`config.mk`:
```
export PLATFORM = sky130hd
export DESIGN_NAME = hazard_scoreboard
export DESIGN_NICKNAME = d
export VERILOG_FILES = /design/src/rtl/hzrd_pkg.sv /design/src/rtl/hzrd_reg_cnt.sv /design/src/rtl/hazard_scoreboard.sv
export SDC_FILE = /design/constraint.sdc
export NUM_CORES = 1
export LEC_CHECK = 0
export CELL_PAD_IN_SITES_DETAIL_PLACEMENT = 1
export CELL_PAD_IN_SITES_GLOBAL_PLACEMENT = 2
export CORE_ASPECT_RATIO = 0.9
export CORE_MARGIN = 2
export CORE_UTILIZATION = 35
export CTS_CLUSTER_SIZE = 20
export DETAILED_ROUTE_END_ITERATION = 10
export GPL_ROUTABILITY_DRIVEN = 0
export PLACE_DENSITY_LB_ADDON = 0.1
export SYNTH_ARGS = -nofsm -noshare
export SYNTH_HDL_FRONTEND = slang
export SYNTH_SLANG_ARGS = --single-unit
```
`constraint.sdc`:
```
create_clock -name CLK -period 16.4 [get_ports CLK]
set_input_delay 4.92 -clock CLK [delete_from_list [all_inputs] [get_ports CLK]]
set_output_delay 4.92 -clock CLK [all_outputs]
set_load 0.05 [all_outputs]
```
`src/rtl/hzrd_pkg.sv`:
```
// Shared definitions for the hazard scoreboard: RV32 major opcodes,
// source-operand usage classes and the variable-latency (LAT_LONG) encoding.
package hzrd_pkg;

    localparam logic [6:0] OP_BRANCH = 7'b1100011;
    localparam logic [6:0] OP_STORE  = 7'b0100011;
    localparam logic [6:0] OP_RTYPE  = 7'b0110011;
    localparam logic [6:0] OP_JALR   = 7'b1100111;
    localparam logic [6:0] OP_LOAD   = 7'b0000011;
    localparam logic [6:0] OP_IMM    = 7'b0010011;

    // Default latency geometry; LAT_LONG is the all-ones latency code
    // meaning "completes later via the writeback port".
    localparam int unsigned DEF_MAX_LAT = 6;
    localparam int unsigned DEF_LAT_W   = $clog2(DEF_MAX_LAT + 2);
    localparam int unsigned LAT_LONG    = (32'd1 << DEF_LAT_W) - 32'd1;

    typedef enum logic [1:0] {
        SRC_NONE = 2'd0,
        SRC_RS1  = 2'd1,
        SRC_BOTH = 2'd2
    } src_use_e;

    // LAT_LONG code for an arbitrary latency field width
    function automatic int unsigned lat_long(input int unsigned lat_w);
        return (32'd1 << lat_w) - 32'd1;
    endfunction

    // Which source registers an instruction actually reads
    function automatic src_use_e decode_src(input logic [6:0] op);
        case (op)
            OP_BRANCH, OP_STORE, OP_RTYPE: return SRC_BOTH;
            OP_JALR, OP_LOAD, OP_IMM:      return SRC_RS1;
            default:                       return SRC_NONE;
        endcase
    endfunction

endpackage

```
`src/rtl/hzrd_reg_cnt.sv`:
```
// Per-register result-latency counter: load on issue, count down to zero,
// or hold at LAT_LONG until the matching writeback clears it.
module hzrd_reg_cnt
    import hzrd_pkg::*;
#(
    parameter int unsigned LAT_W = 3
) (
    input  logic             CLK,
    input  logic             RSTn,
    input  logic             load,
    input  logic [LAT_W-1:0] load_val,
    input  logic             wb_hit,
    output logic [LAT_W-1:0] cnt
);

    localparam logic [LAT_W-1:0] LONG = LAT_W'(lat_long(LAT_W));

    // Issue has priority over completion; LAT_LONG holds until its writeback
    always_ff @(posedge CLK) begin
        if (!RSTn) begin
            cnt <= '0;
        end else if (load) begin
            cnt <= load_val;
        end else if (cnt == LONG) begin
            if (wb_hit) begin
                cnt <= '0;
            end
        end else if (cnt != '0) begin
            cnt <= cnt - LAT_W'(1);
        end
    end

endmodule

```
`src/rtl/hazard_scoreboard.sv`:
```
// Register-busy scoreboard for an in-order pipeline: tracks result latency
// per architectural register and stalls IF/ID when a consumer reads a
// register whose result is not yet forwardable.
// Optional: define HZRD_PERF_CNT_EN to add the stall_cnt performance counter.
module hazard_scoreboard
    import hzrd_pkg::*;
#(
    parameter  int unsigned NUM_REGS = 32,
    parameter  int unsigned MAX_LAT  = 6,
    parameter  int unsigned CNT_W    = 32,
    localparam int unsigned RA_W     = $clog2(NUM_REGS),
    localparam int unsigned LAT_W    = $clog2(MAX_LAT + 2)
) (
    input  logic                CLK,
    input  logic                RSTn,
    input  logic [6:0]          OP,
    input  logic [RA_W-1:0]     IF_ID_RS1,
    input  logic [RA_W-1:0]     IF_ID_RS2,
    input  logic                iss_valid,
    input  logic [RA_W-1:0]     iss_rd,
    input  logic                iss_wr,
    input  logic [LAT_W-1:0]    iss_lat,
    input  logic                wb_valid,
    input  logic [RA_W-1:0]     wb_rd,
    input  logic                BrFlush,
    output logic                PCWrite,
    output logic                IF_ID_Write,
    output logic                ID_EX_CtrlSrc,
    output logic [NUM_REGS-1:0] busy_vec
`ifdef HZRD_PERF_CNT_EN
    ,
    output logic [CNT_W-1:0]    stall_cnt
`endif
);

    localparam logic [LAT_W-1:0] LONG  = LAT_W'(lat_long(LAT_W));
    localparam logic [LAT_W-1:0] MAX_V = LAT_W'(MAX_LAT);

    logic [LAT_W-1:0] cnt [NUM_REGS];
    src_use_e         src_use;
    logic             uses_rs1;
    logic             uses_rs2;
    logic             hazard;
    logic             accept;
    logic [LAT_W-1:0] load_val;

    // Source usage and hazard detection straight from the registered counters
    always_comb begin
        src_use  = decode_src(OP);
        uses_rs1 = (src_use != SRC_NONE);
        uses_rs2 = (src_use == SRC_BOTH);
        hazard   = (uses_rs1 && (cnt[IF_ID_RS1] != '0)) ||
                   (uses_rs2 && (cnt[IF_ID_RS2] != '0));
    end

    // Issue acceptance and latency saturation (LAT_LONG passes through)
    always_comb begin
        accept = iss_valid && !hazard && !BrFlush && iss_wr && (iss_rd != '0);
        if ((iss_lat != LONG) && (iss_lat > MAX_V)) begin
            load_val = MAX_V;
        end else begin
            load_val = iss_lat;
        end
    end

    // Pipeline control: reset forces a full hold, a flush always advances
    always_comb begin
        PCWrite       = 1'b1;
        IF_ID_Write   = 1'b1;
        ID_EX_CtrlSrc = 1'b1;
        if (!RSTn) begin
            PCWrite       = 1'b0;
            IF_ID_Write   = 1'b0;
            ID_EX_CtrlSrc = 1'b0;
        end else if (BrFlush) begin
            ID_EX_CtrlSrc = 1'b0;
        end else if (hazard) begin
            PCWrite       = 1'b0;
            IF_ID_Write   = 1'b0;
            ID_EX_CtrlSrc = 1'b0;
        end
    end

    // x0 is hardwired and never becomes busy
    assign cnt[0] = '0;

    for (genvar r = 1; r < NUM_REGS; r++) begin : g_reg
        hzrd_reg_cnt #(
            .LAT_W(LAT_W)
        ) u_cnt (
            .CLK     (CLK),
            .RSTn    (RSTn),
            .load    (accept && (iss_rd == RA_W'(r))),
            .load_val(load_val),
            .wb_hit  (wb_valid && (wb_rd == RA_W'(r))),
            .cnt     (cnt[r])
        );
    end

    // Busy flags: any non-zero counter
    always_comb begin
        busy_vec = '0;
        for (int unsigned r = 0; r < NUM_REGS; r++) begin
            busy_vec[r] = (cnt[r] != '0);
        end
    end

`ifdef HZRD_PERF_CNT_EN
    // Count genuine stall cycles (flush-overlapped hazards excluded), saturating
    always_ff @(posedge CLK) begin
        if (!RSTn) begin
            stall_cnt <= '0;
        end else if (hazard && !BrFlush && (stall_cnt != '1)) begin
            stall_cnt <= stall_cnt + CNT_W'(1);
        end
    end
`endif

endmodule

```
---- Word-level counts from Yosys, hierarchy flattened ----
Index checks and enable logic that the tools add are counted.
operators by class
  multiplexer cells ....................... 137
  equal/unequal tests ..................... 132
  reduce and logical (&&, ||, !) cells .... 171
  add/subtract/negate cells ............... 31
  $lt $le $gt $ge ......................... 3
  bitwise gates (word level) .............. 2
operators by type and width
  cell                                                       number
  2-to-1 mux 3 bit                                           129
  nonzero test 3 bit                                         64
  equality test 5 bit (second input constant)                32
  equality test 3 bit (second input constant)                31
  inequality test 3 x 1 -> 1 bit (second input constant)     31
  subtractor 3 x 1 -> 3 bit (second input constant)          31
  equality test 5 x 4 -> 1 bit (second input constant)       16
  logical AND 1 bit                                          69
  AND reduction 2 bit                                        31
  equality test 5 x 3 -> 1 bit (second input constant)       8
  binary-select mux 3 bit (select 5 bit)                     2
  equality test 5 x 2 -> 1 bit (second input constant)       4
  equality test 7 x 6 -> 1 bit (second input constant)       2
  equality test 7 bit (second input constant)                2
  greater-or-equal comparator 6 bit (second input constant)  2
  NOT 5 -> 6 bit                                             2
  equality test 5 x 1 -> 1 bit (second input constant)       2
  equality test 7 x 2 -> 1 bit (second input constant)       1
  equality test 7 x 5 -> 1 bit (second input constant)       1
  OR reduction 3 bit                                         2
  2-to-1 mux 1 bit                                           5
  nonzero test 5 bit                                         1
  one-hot mux 2 bit (2 select lines)                         1
  > comparator 3 bit (second input constant)                 1
  5 further kinds                                            6
storage, ports and cells
  register bits after elaboration ......... 93
  input port bits ......................... 36
  logic and storage cells ................. 507

---- Depth between registers and ports, before layout ----
  depth after elaboration ................. 15
  gate-level depth with buffers ........... 13
  gate-level depth less buffers ........... 8

---- Hierarchy ----
From an unflattened synthesis, not the netlist that was laid out.
second synthesis, totals
  cells, all modules ...................... 1029
  area total of the unflattened synthesis .. 8182.8 um2
by module, submodules not included
  module                              sequential area each (um2)  area each (um2)  cells each  instances
  hzrd_reg_cnt (g_reg[10].u_cnt ...)  60.1                        209.0            26          19
  hzrd_reg_cnt (g_reg[28].u_cnt ...)  60.1                        216.5            25          12
  hazard_scoreboard                   0.0                         1615.3           235         1

---- Worst setup path after synthesis ----
OpenSTA, ideal clock, no wires.
  path kind ............................... input to output
  start point ............................. in IF_ID_RS1[2]
  end point ............................... out ID_EX_CtrlSrc
  required time ........................... 11480 ps
  buffers on the path ..................... 4
  setup slack ............................. 3433 ps
  stages .................................. 10
  arrival ................................. 8047 ps
  path through ............................ buf_2 > nor4b_1 > o22ai_1 > o31ai_1 > a22o_1 > nor4_4 > buf_4 > buf_6 > buf_12 > nor4b_1
between the ends
  cells in the longest elaborated chain, start to end .. 10
ends and longest elaborated chain
  item                                                 RTL line                 RTL
  start, declared                                      hazard_scoreboard.sv:17  input logic [RA_W-1:0] IF_ID_RS1,
  NOT 5 -> 6 bit (implied by the code)                 hazard_scoreboard.sv:52  hazard = (uses_rs1 && (cnt[IF_ID_RS1] != '0)) ||
  binary-select mux 3 bit (select 5 bit)               hazard_scoreboard.sv:52
  2-to-1 mux 3 bit (implied by the code) (2 in a row)  hazard_scoreboard.sv:52
  nonzero test 3 bit                                   hazard_scoreboard.sv:52
  logical AND 1 bit                                    hazard_scoreboard.sv:52
  logical OR 1 bit                                     hazard_scoreboard.sv:52
  2-to-1 mux 1 bit                                     hazard_scoreboard.sv:77  end else if (hazard) begin
  2-to-1 mux 1 bit                                     hazard_scoreboard.sv:75  end else if (BrFlush) begin
  2-to-1 mux 1 bit                                     hazard_scoreboard.sv:71  if (!RSTn) begin
  end, declared                                        hazard_scoreboard.sv:28  output logic ID_EX_CtrlSrc,
Every way passes these cells. The select of a mux whose other input is x is not followed.

---- Final worst setup path ----
  start point ............................. in IF_ID_RS2[1]
  end point ............................... out PCWrite
between the ends
  cells in the longest elaborated chain, start to end .. 10
ends and longest elaborated chain
  item                                                 RTL line                 RTL
  start, declared                                      hazard_scoreboard.sv:18  input logic [RA_W-1:0] IF_ID_RS2,
  NOT 5 -> 6 bit (implied by the code)                 hazard_scoreboard.sv:53  (uses_rs2 && (cnt[IF_ID_RS2] != '0));
  binary-select mux 3 bit (select 5 bit)               hazard_scoreboard.sv:53
  2-to-1 mux 3 bit (implied by the code) (2 in a row)  hazard_scoreboard.sv:53
  nonzero test 3 bit                                   hazard_scoreboard.sv:53
  logical AND 1 bit                                    hazard_scoreboard.sv:53
  logical OR 1 bit                                     hazard_scoreboard.sv:52
  2-to-1 mux 1 bit                                     hazard_scoreboard.sv:77
  2-to-1 mux 1 bit                                     hazard_scoreboard.sv:75
  2-to-1 mux 1 bit                                     hazard_scoreboard.sv:71
  end, declared                                        hazard_scoreboard.sv:26  output logic PCWrite,
Every way passes these cells. The select of a mux whose other input is x is not followed.

==> key figures <==
Status
  – Status: finished clean

Logic synthesis
  – Yosys warning count: 0
  – Prevailing post-synth register cell: dfxtp_1
  – Post-synthesis cell count: 994
  – Syn Area/Cell: 7.55 um^2
  – Count of different cell masters after synthesis: 66
  – FFs w/ async S/R, synth: 0%
  – Syn nets: 1061
  – Synthesis-stage register bit count: 93
  – Sequential area share after synthesis: roughly 25%
  – Mapped Area: 7510 um^2
  – Post-synth EDFFs: 0

CTS
  – Root Driver: clkbuf_16
  – # H-tree levels: 3
  – Post-CTS Setup Inserts: 0
  – CTS Buffer Depth: 2
  – CTS tree: done
  – Clock slew at reported path FFs: 0.07 ns
  – # resized after CTS: 0
  – Clk sinks: 93
  – Hold_buf cts: 0
  – Latest clock arrival within the worst-skew pair: 0.36 ns
  – CTS Buf Count: 9

Floorplanning
  – FP Rows: 50
  – Die area: between 20000 and 25000 um^2
  – Core Area: 20900 um^2
  – Die boundary width: 158 um
  – Initial Util: 35.9%
  – I/O pin cnt: just over 70
  – DIE HEIGHT: 143 um

Pwr
  – PD cells: 204 nW/um^2
  – Max VDD drop: 0.105 mV
  – Static Leak: 0.00337 uW

Timing
  – Tmin final: about 14 ns
  – Final hold vios: 0
  – Worst slew pin tran: 0.944 ns
  – Crit share post-route: 83.6%
  – Hold WS: 0.613 ns
  – Max-slew violations: 0
  – Fmax: about 73 MHz
  – Setup_tns: 0 ns
  – Slew margin rel.: 36.9%
  – Skew final: 0.00818 ns
  – Unrepaired setup endpoints after global routing: false
  – Setup-failing EPs final: 0

Setup path
  – Startpoint Class: input pin
  – Worst EP required: 11.48 ns
  – Crit path DAT: 8.79 ns
  – Setup CP Type: in -> out
  – Crit path max fanout: 33
  – CP endpoint kind: primary output

Finish
  – Regs by FF count: g.u_cnt.cnt: 93 flops
  – Top reg by flops: g.u_cnt.cnt
  – Multi-input logic area: about 5000 um^2
  – Antenna fix cells: 0
  – Area delta synth->final: 14.2%
  – Layout net count: 1078
  – Reg area: ~1900 um^2
  – Share of layout cells above drive strength 1: 4.92%
  – Filler instances: 2608
  – Max reg flops: 93

Global routing
  – GRT Total Usage: between 20% and 30%
  – Largest net degree at the start of global routing: 61
  – Vias in the first global route: 6880
  – Global-route wire length before repair: 39.2 mm
  – Total grt overflow: 0
  – Initial antenna violation count: 0

Job
  – Max_cap viols: 0

Placed design
  – Input/output buffers: 69
  – Detailed placement HPWL: 18.5 mm

Detailed routing
  – Vias per cell: approximately 5.5
  – Initial DRC Count: 452
  – Post-DRT Antenna Nets: 0
  – Routed len/inst: 19.2 um
  – Detailed Route WL: between 20 and 30 mm
  – 1st-pass router iterations: 4
  – DRC viols: 0
  – Via Count: 7195

Hold path
  – Type of the worst min-delay path: reg -> reg
[area by class of cell]
class                      count  area share [%]
clock buffer                  12            3.11
clock inverter                 4           0.350
inverter                      72            3.15
multi-input combinational    758            58.8
sequential                    93            21.7
tap                          286            4.17
timing repair buffer          77            8.73
[critical path: stages]
cell	delay [ns]
clkdlybuf4s50_1	1.09
mux2_2	0.41
mux4_2	0.44
o211ai_1	0.22
o211a_2	0.22
buf_4	0.43
nor2_1	0.10
o21a_1	0.21
clkdlybuf4s50_1	0.70
[cell usage after synthesis, types with 3 or more instances]
cell type  number  area [um^2]
nand2_1       115          432
mux2i_1        94          941
dfxtp_1        93         1860
nor2_1         80          300
inv_1          72          270
nand3_1        61          305
o21ai_0        57          285
clkbuf_1       51          191
nor3_1         34          170
ha_1           31          388
o31ai_1        28          210
nor2b_1        26          163
a21oi_1        24          120
xnor2_1        18          158
nor4_1         17          106
or3_1          15         93.8
a31oi_1        13         81.3
a22o_1         12          105
xor2_1         12          105
and3_1          9         56.3
nand2b_1        9         56.3
nor3_2          9         90.1
nor3b_1         9         67.6
o211ai_1        9         67.6
nor3_4          8          130
a21boi_0        7         52.6
a211oi_1        6         45.0
buf_4           6         45.0
buf_1           5         18.8
buf_2           5         25.0
a2111oi_0       4         35.0
a311oi_1        3         26.3
and2_1          3         18.8
nand4_1         3         18.8
o2111ai_1       3         26.3
o21a_1          3         22.5
o41ai_1         3         26.3
[power by group]
group          leakage, uW  switching [uW]  internal (uW)
logic              0.00245             649            427
registers         0.000771             135            322
clock network     0.000145            97.9            116
total              0.00337             883            865
[through the flow]
stage	instance area [um^2]	cells	util [%]	total power, uW	setup slack (ns)
final	8570	1302	41.0	1750	2.69
after global routing	8570	1302	41.0	1910	2.50
after CTS	8570	1302	41.0	1760	2.67
after detailed placement	8280	1286	39.6	1540	2.68
after global placement	8280	1286	39.6	1530	2.72
after floorplan	7510	994	-	1230	3.43
[path summary, 6_finish.rpt]
kind | slack [ns] | cells past startpoint | to | from
hold / removal | 0.61 | 3 | g_reg[12].u_cnt.cnt[1] | g_reg[12].u_cnt.cnt[1]
setup / recovery | 2.69 | 9 | PCWrite | IF_ID_RS2[1]
hold reg to reg | 0.61 | 3 | g_reg[12].u_cnt.cnt[1] | g_reg[12].u_cnt.cnt[1]
setup reg to reg | 13.12 | 8 | g_reg[26].u_cnt.cnt[0] | g_reg[11].u_cnt.cnt[0]
[placed cells by master, fill, tap and decap left out, drive strengths merged, types with 18 or more instances in the layout]
cell type	netlist	layout
nand2	115	115
mux2i	94	94
dfxtp	93	93
nor2	80	80
inv	72	73
clkdlybuf4s50	0	68
nand3	61	61
o21ai	57	57
nor3	51	51
ha	31	31
o31ai	28	28
nor2b	26	26
a21oi	24	24
xnor2	18	18
nor4	18	18
[layer usage]
layer	vias up	track usage, %	part of all wire, %
met2	126	35.0	44
li1	3558	-	-
met4	0	5.07	1.4
met5	-	0	0
met1	3491	33.7	51
met3	20	2.67	3.7
[kinds of logic (layout without fill, tap and decap cells)]
family | after synthesis | in the layout | share of synthesized area, %
simple gates | 414 | 414 | 28.9
flops | 93 | 93 | 24.8
buf+inv | 143 | 165 | 8.17
xor+xnor | 30 | 30 | 3.50
compound gates | 186 | 186 | 16.4
fa+ha+maj | 31 | 31 | 5.17
other cells | 1 | 1 | 0.0500
mux | 96 | 96 | 13.0
(Power assumes the default switching activity.)
